**config.mk**
```make
export PLATFORM = sky130hd
export DESIGN_NAME = bt_tx_scheduler
export DESIGN_NICKNAME = d
export VERILOG_FILES = /design/src/rtl/bt_pkg.sv /design/src/rtl/bt_tx_arb2.sv /design/src/rtl/bt_tx_scheduler.sv
export SDC_FILE = /design/constraint.sdc
export NUM_CORES = 1
export LEC_CHECK = 0
export BUFFER_PORTS_ARGS = -buffer_cell sky130_fd_sc_hd__clkbuf_2
export CORE_AREA = 4 4 92 68
export DETAILED_ROUTE_END_ITERATION = 6
export DIE_AREA = 0 0 96 72
export GPL_TIMING_DRIVEN = 0
export HOLD_SLACK_MARGIN = 0.02
export PLACE_DENSITY = 0.75
export SYNTH_ARGS = -nofsm -noshare
export SYNTH_HDL_FRONTEND = slang
export SYNTH_SLANG_ARGS = --single-unit
```
**constraint.sdc**
```tcl
create_clock -name clock -period 2.9 [get_ports clock]
set_clock_uncertainty 0.2 [all_clocks]
set_input_delay 0.145 -clock clock [delete_from_list [all_inputs] [get_ports clock]]
set_output_delay 0.145 -clock clock [all_outputs]
set_load 0.02 [all_outputs]
```
**src/rtl/bt_pkg.sv**
```systemverilog
// bt_pkg: shared state, grant and line-ending encodings for the transmit scheduler
package bt_pkg;
  typedef enum logic [2:0] {
    IDLE  = 3'd0,
    FETCH = 3'd1,
    LATCH = 3'd2,
    SEND  = 3'd3,
    CHECK = 3'd4,
    STALL = 3'd5
  } state_t;
  localparam logic [7:0] CR = 8'h0D;
  localparam logic [7:0] LF = 8'h0A;
  localparam logic [1:0] GNT_NONE = 2'b00;
  localparam logic [1:0] GNT_AT   = 2'b01;
  localparam logic [1:0] GNT_SEN  = 2'b10;
endpackage

```
**src/rtl/bt_tx_arb2.sv**
```systemverilog
// bt_tx_arb2: two-way round-robin pick; pointer moves to the other source when a packet ends or aborts
module bt_tx_arb2
  import bt_pkg::*;
(
  input  logic       clock,
  input  logic       reset,
  input  logic       at_req,
  input  logic       sen_req,
  input  logic       adv,
  input  logic [1:0] done_gnt,
  output logic [1:0] pick
);
  logic ptr_sen;
  // pointer names the source that wins a tie; it flips away from whoever just finished
  always_ff @(posedge clock) begin
    if (reset) ptr_sen <= 1'b0;
    else if (adv) ptr_sen <= done_gnt == GNT_AT;
  end
  assign pick = (at_req && (!sen_req || !ptr_sen)) ? GNT_AT : sen_req ? GNT_SEN : GNT_NONE;
endmodule

```
**src/rtl/bt_tx_scheduler.sv**
```systemverilog
// bt_tx_scheduler: packet-granular sharing of one UART transmitter between the AT and sensor FIFOs
module bt_tx_scheduler
  import bt_pkg::*;
#(
  parameter int PKT_LEN = 8,
  parameter int TIMEOUT = 1024
) (
  input  logic       clock,
  input  logic       reset,
  input  logic       enable,
  input  logic       at_empty,
  output logic       at_rd_en,
  input  logic [7:0] at_data,
  input  logic       sen_empty,
  output logic       sen_rd_en,
  input  logic [7:0] sen_data,
  output logic       tx_start,
  output logic [7:0] tx_data,
  input  logic       tx_done,
  output logic [1:0] grant,
  output logic       busy,
  output logic       pkt_done,
  output logic       timeout_err,
  input  logic       clear_err,
  output logic [2:0] state
);
  state_t st, nx;
  logic [7:0] prev, cnt;
  logic [15:0] stall;
  logic [1:0] pick;
  logic src_empty, eop, abort;
  assign src_empty = grant == GNT_AT ? at_empty : sen_empty;
  assign eop = grant == GNT_AT ? (tx_data == LF && prev == CR) : (cnt == 8'(PKT_LEN));
  assign abort = st == STALL && src_empty && stall == 16'(TIMEOUT - 1);
  bt_tx_arb2 u_arb (
    .clock(clock),
    .reset(reset),
    .at_req(!at_empty),
    .sen_req(!sen_empty),
    .adv((st == CHECK && eop) || abort),
    .done_gnt(grant),
    .pick(pick)
  );
  // state register
  always_ff @(posedge clock) begin
    if (reset) st <= IDLE;
    else st <= nx;
  end
  // next state and the strobes that are pure functions of the current state
  always_comb begin
    nx = st;
    at_rd_en = st == FETCH && grant == GNT_AT;
    sen_rd_en = st == FETCH && grant == GNT_SEN;
    tx_start = st == SEND;
    pkt_done = st == CHECK && eop;
    busy = st != IDLE;
    state = st;
    unique case (st)
      IDLE:    nx = (enable && pick != GNT_NONE) ? FETCH : IDLE;
      FETCH:   nx = LATCH;
      LATCH:   nx = SEND;
      SEND:    nx = tx_done ? CHECK : SEND;
      CHECK:   nx = eop ? IDLE : src_empty ? STALL : FETCH;
      STALL:   nx = !src_empty ? FETCH : abort ? IDLE : STALL;
      default: nx = IDLE;
    endcase
  end
  // grant, byte datapath, counters and the sticky timeout flag
  always_ff @(posedge clock) begin
    if (reset) begin
      grant <= GNT_NONE;
      tx_data <= 8'h00;
      prev <= 8'h00;
      cnt <= 8'h00;
      stall <= 16'h0000;
      timeout_err <= 1'b0;
    end else begin
      timeout_err <= abort || (timeout_err && !clear_err);
      unique case (st)
        IDLE: if (nx == FETCH) begin
          grant <= pick;
          cnt <= 8'h00;
          prev <= 8'h00;
        end
        LATCH: begin
          tx_data <= grant == GNT_AT ? at_data : sen_data;
          cnt <= cnt + 8'(cnt != 8'hFF);
        end
        CHECK: begin
          if (eop) grant <= GNT_NONE;
          else if (!src_empty) prev <= tx_data;
          else stall <= 16'h0000;
        end
        STALL: begin
          stall <= stall + 16'd1;
          if (abort) grant <= GNT_NONE;
        end
        default: ;
      endcase
    end
  end
endmodule

```
==> impl_metrics.env <==
export IMPL_grt_overflow=0
export IMPL_cts_buffer_depth=2
export IMPL_avgSynthCellArea_um2=8.20
export IMPL_antenna_found_initial=0
export IMPL_path_max_fanout=8
export IMPL_synth_compound_area_share=0.187
export IMPL_max_stage_delay_ps=560
export IMPL_grt_max_degree=18
export IMPL_synth_top_area_cell="dfxtp_1"
export IMPL_holdCritStartpoint="at_empty"
export IMPL_slew_headroom=0.601
export IMPL_power_per_cell_area_nw_per_um2=451
export IMPL_ios=42
export IMPL_reg2reg_from="stall[0]"
export IMPL_outcome="finished, final reports clean"
export IMPL_hold_viol_final=0
export IMPL_required_ps=2890
export IMPL_max_slew_worst_pin_slew_ps=598
export IMPL_hold_path_cell_count=4
export IMPL_clock_latency_ps=300
export IMPL_cts_tree="yes"
export IMPL_die_x_um=96
export IMPL_clk_pin_slew_worst_paths_ps=100
export IMPL_total_power_mw=1.36
export IMPL_wl_per_cell_um=14.0
export IMPL_htreeDepth=2
export IMPL_core_um2=5500
export IMPL_muxShareOfSynthArea=0.0125
export IMPL_cts_buffers=5
export IMPL_grt_pass1_vias=2242
export IMPL_drc_errors=0
export IMPL_end_kind="flip-flop"
export IMPL_dp_cells=409
export IMPL_drt_iter0_drc=152
export IMPL_peakVddDrop_mv=0.310
export IMPL_async_flop_share=0
export IMPL_final_instance_count_excl_fill=438
export IMPL_crit_chain="ha_1 > and3_4 > nand3_4 > nor3_4 > nand3b_1 > o211ai_1 > a31oi_1 > dlygate4sd3_1"
export IMPL_rows=23
export IMPL_syn2layout_area_growth_pct=25.4
export IMPL_clock_sinks=47
export IMPL_dieArea_um2=6910
export IMPL_synth_edf_count=0
export IMPL_synth_area_leaders="dfxtp_1, nand2_1, a21oi_1"
export IMPL_fin_setup_tns_ps=0
export IMPL_fp_dieH_um=72
export IMPL_r2r_end="state[0]"
export IMPL_slowest_stage="dlygate4sd3_1"
export IMPL_min_period_ps=2520
export IMPL_yosys_area_share_xor_xnor=0.0109
export IMPL_leakage_nw=1.19
export IMPL_synth_seq_cells=47
export IMPL_hold_class="input pin to flip-flop"
export IMPL_io_buffer_count=41
export IMPL_drv_cap=0
export IMPL_reg2reg_depth=8
export IMPL_drive_above_1_share=0.198
export IMPL_gp_congestion=0.844
export IMPL_grt_total_usage=0.182
export IMPL_synth_top_family_by_area="simple AND/OR/NAND/NOR gates"
export IMPL_rsz0062_at_grt="false"
export IMPL_fin_crit_sh=0.868
export IMPL_route_vias_total=2430
export IMPL_arrival_ps=2510
export IMPL_ys_seq_area_frac=0.392
export IMPL_synth_main_ff_cell="dfxtp_1"
export IMPL_drv_slew=0
export IMPL_synth_warnings=0
export IMPL_grt_pass1_wl_mm=10.0
export IMPL_finalNetCount=388
export IMPL_holdPathEnd="grant[1]"
export IMPL_synth_top_area_share=0.392
export IMPL_cts_root_buf="clkbuf_8"
export IMPL_ant_nets=0
export IMPL_r2r_slack_ps=380
export IMPL_cts_setup_buffers=0
export IMPL_diodes=0
export IMPL_routed_wl_mm=6.12
export IMPL_crit_path_start_kind="flip-flop"
export IMPL_yosysUniqueCellTypes=54
export IMPL_synth_area_um2=2400
export IMPL_hpwlAfterDp_mm=4.40
export IMPL_critical_path_class="flip-flop to flip-flop"
export IMPL_initial_core_util=0.437
export IMPL_syn_nets=319
export IMPL_synthSimpleGateAreaFrac=0.341
export IMPL_synthAdderAreaFrac=0.0156
export IMPL_setup_violations=0
export IMPL_vias_per_cell=5.55
export IMPL_first_pass_iters=4
export IMPL_max_freq_mhz=397
export IMPL_synthCells=293
[cells in the final DEF (no fill, tap or decap), types with 7 or more instances in the layout]
| cell | count |
|---|---|
| clkbuf_2 | 43 |
| a21oi_1 | 25 |
| nand2_1 | 36 |
| a31oi_1 | 10 |
| or3_1 | 8 |
| o21ai_0 | 9 |
| dfxtp_1 | 47 |
| and3_1 | 14 |
| dlygate4sd3_1 | 21 |
| nand3_1 | 14 |
| a311oi_1 | 8 |
| nand4_1 | 7 |
| nor2_1 | 28 |
[sequential cells by signal, indices dropped and copies added (netlist names)]
signal,cells
stall,16
prev,8
timeout_err,1
state,3
tx_data,8
u_arb.ptr_sen,1
grant,2
cnt,8
[kinds of logic after synthesis]
logic type,after synthesis
compound gates,70
fa+ha+maj,3
xor+xnor,3
flops,47
mux,3
simple gates,148
buf+inv,19
[report_power, final]
part	switching (mW)	internal, mW	total [mW]
Clock	0.246	0.179	0.425
Sequential	0.0230	0.666	0.689
Combinational	0.144	0.101	0.245
Total	0.413	0.946	1.36
[how the worst max path moves through the flow]
stage                     startpoint          to  slack [ps]
after floorplan             state[2]   stall[11]         810
after global placement      stall[0]    grant[1]         630
after detailed placement  tx_data[5]     prev[0]         570
after CTS                   state[1]  tx_data[1]         200
after global routing      tx_data[5]    state[0]         190
final                       stall[0]    state[0]         380
[synth_stat cells, types with 2 or more instances]
cell type / n
o21ai_0: 9
nor4b_1: 3
ha_1: 3
nand3_1: 14
nand4_1: 7
a21oi_1: 25
buf_2: 5
a31oi_1: 10
mux2i_1: 3
buf_6: 2
a311oi_1: 8
nor2b_1: 4
and3_1: 14
dfxtp_1: 47
nand2_1: 36
inv_1: 3
nor3_1: 4
or2_2: 2
clkbuf_1: 6
o21ai_1: 2
o31ai_1: 5
nand2b_1: 4
xor2_1: 3
or4_1: 6
nor2_1: 28
nor4_1: 2
or3_1: 8
nor3b_1: 2
clkbuf_2: 2
nand3b_1: 2
[per-stage QoR]
step | instance area (um^2) | hold WS [ps] | util | worst slack (ps)
after floorplan | 2400 | 104 | - | 813
after global routing | 3010 | 110 | 0.548 | 185
after CTS | 3010 | 73.9 | 0.547 | 201
final | 3010 | 85.6 | 0.548 | 382
after detailed placement | 2700 | 201 | 0.491 | 565
after global placement | 2700 | 200 | 0.491 | 629
[worst max-delay path: cells and delay by family, from the launching register on]
kind | cells | cell delay [ps]
AOI/OAI and AO/OA | 2 | 230
adders and majority gates | 1 | 220
buffers and inverters | 1 | 560
DFF | 1 | 410
and+or+nand+nor | 4 | 780
[layout make-up]
type | instances | area [um^2]
Clock buffer | 5 | 68.8
Timing Repair Buffer | 62 | 415
Fill cell | 497 | 2480
Clock inverter | 3 | 27.5
Buffer | 16 | 87.6
Multi-Input combinational cell | 227 | 1370
Sequential cell | 47 | 941
Tap cell | 75 | 93.8
Inverter | 3 | 11.3
[timing repair]
action / in CTS / in global routing
hold buffers: 21 / 0
endpoints found under the setup margin: 0 / 2
hold endpoints to repair: 13 / 0
resized for setup: 0 / 1
[metal layers]
metal / global-route usage / up-vias / wire length, um
li1: - / 1229 / -
met1: 0.256 / 1137 / 2940
met2: 0.284 / 60 / 2800
met3: 0.0383 / 4 / 335
met4: 0.0473 / 0 / 38
met5: 0 / - / 0
No activity file was read; power rests on OpenSTA's default activity.
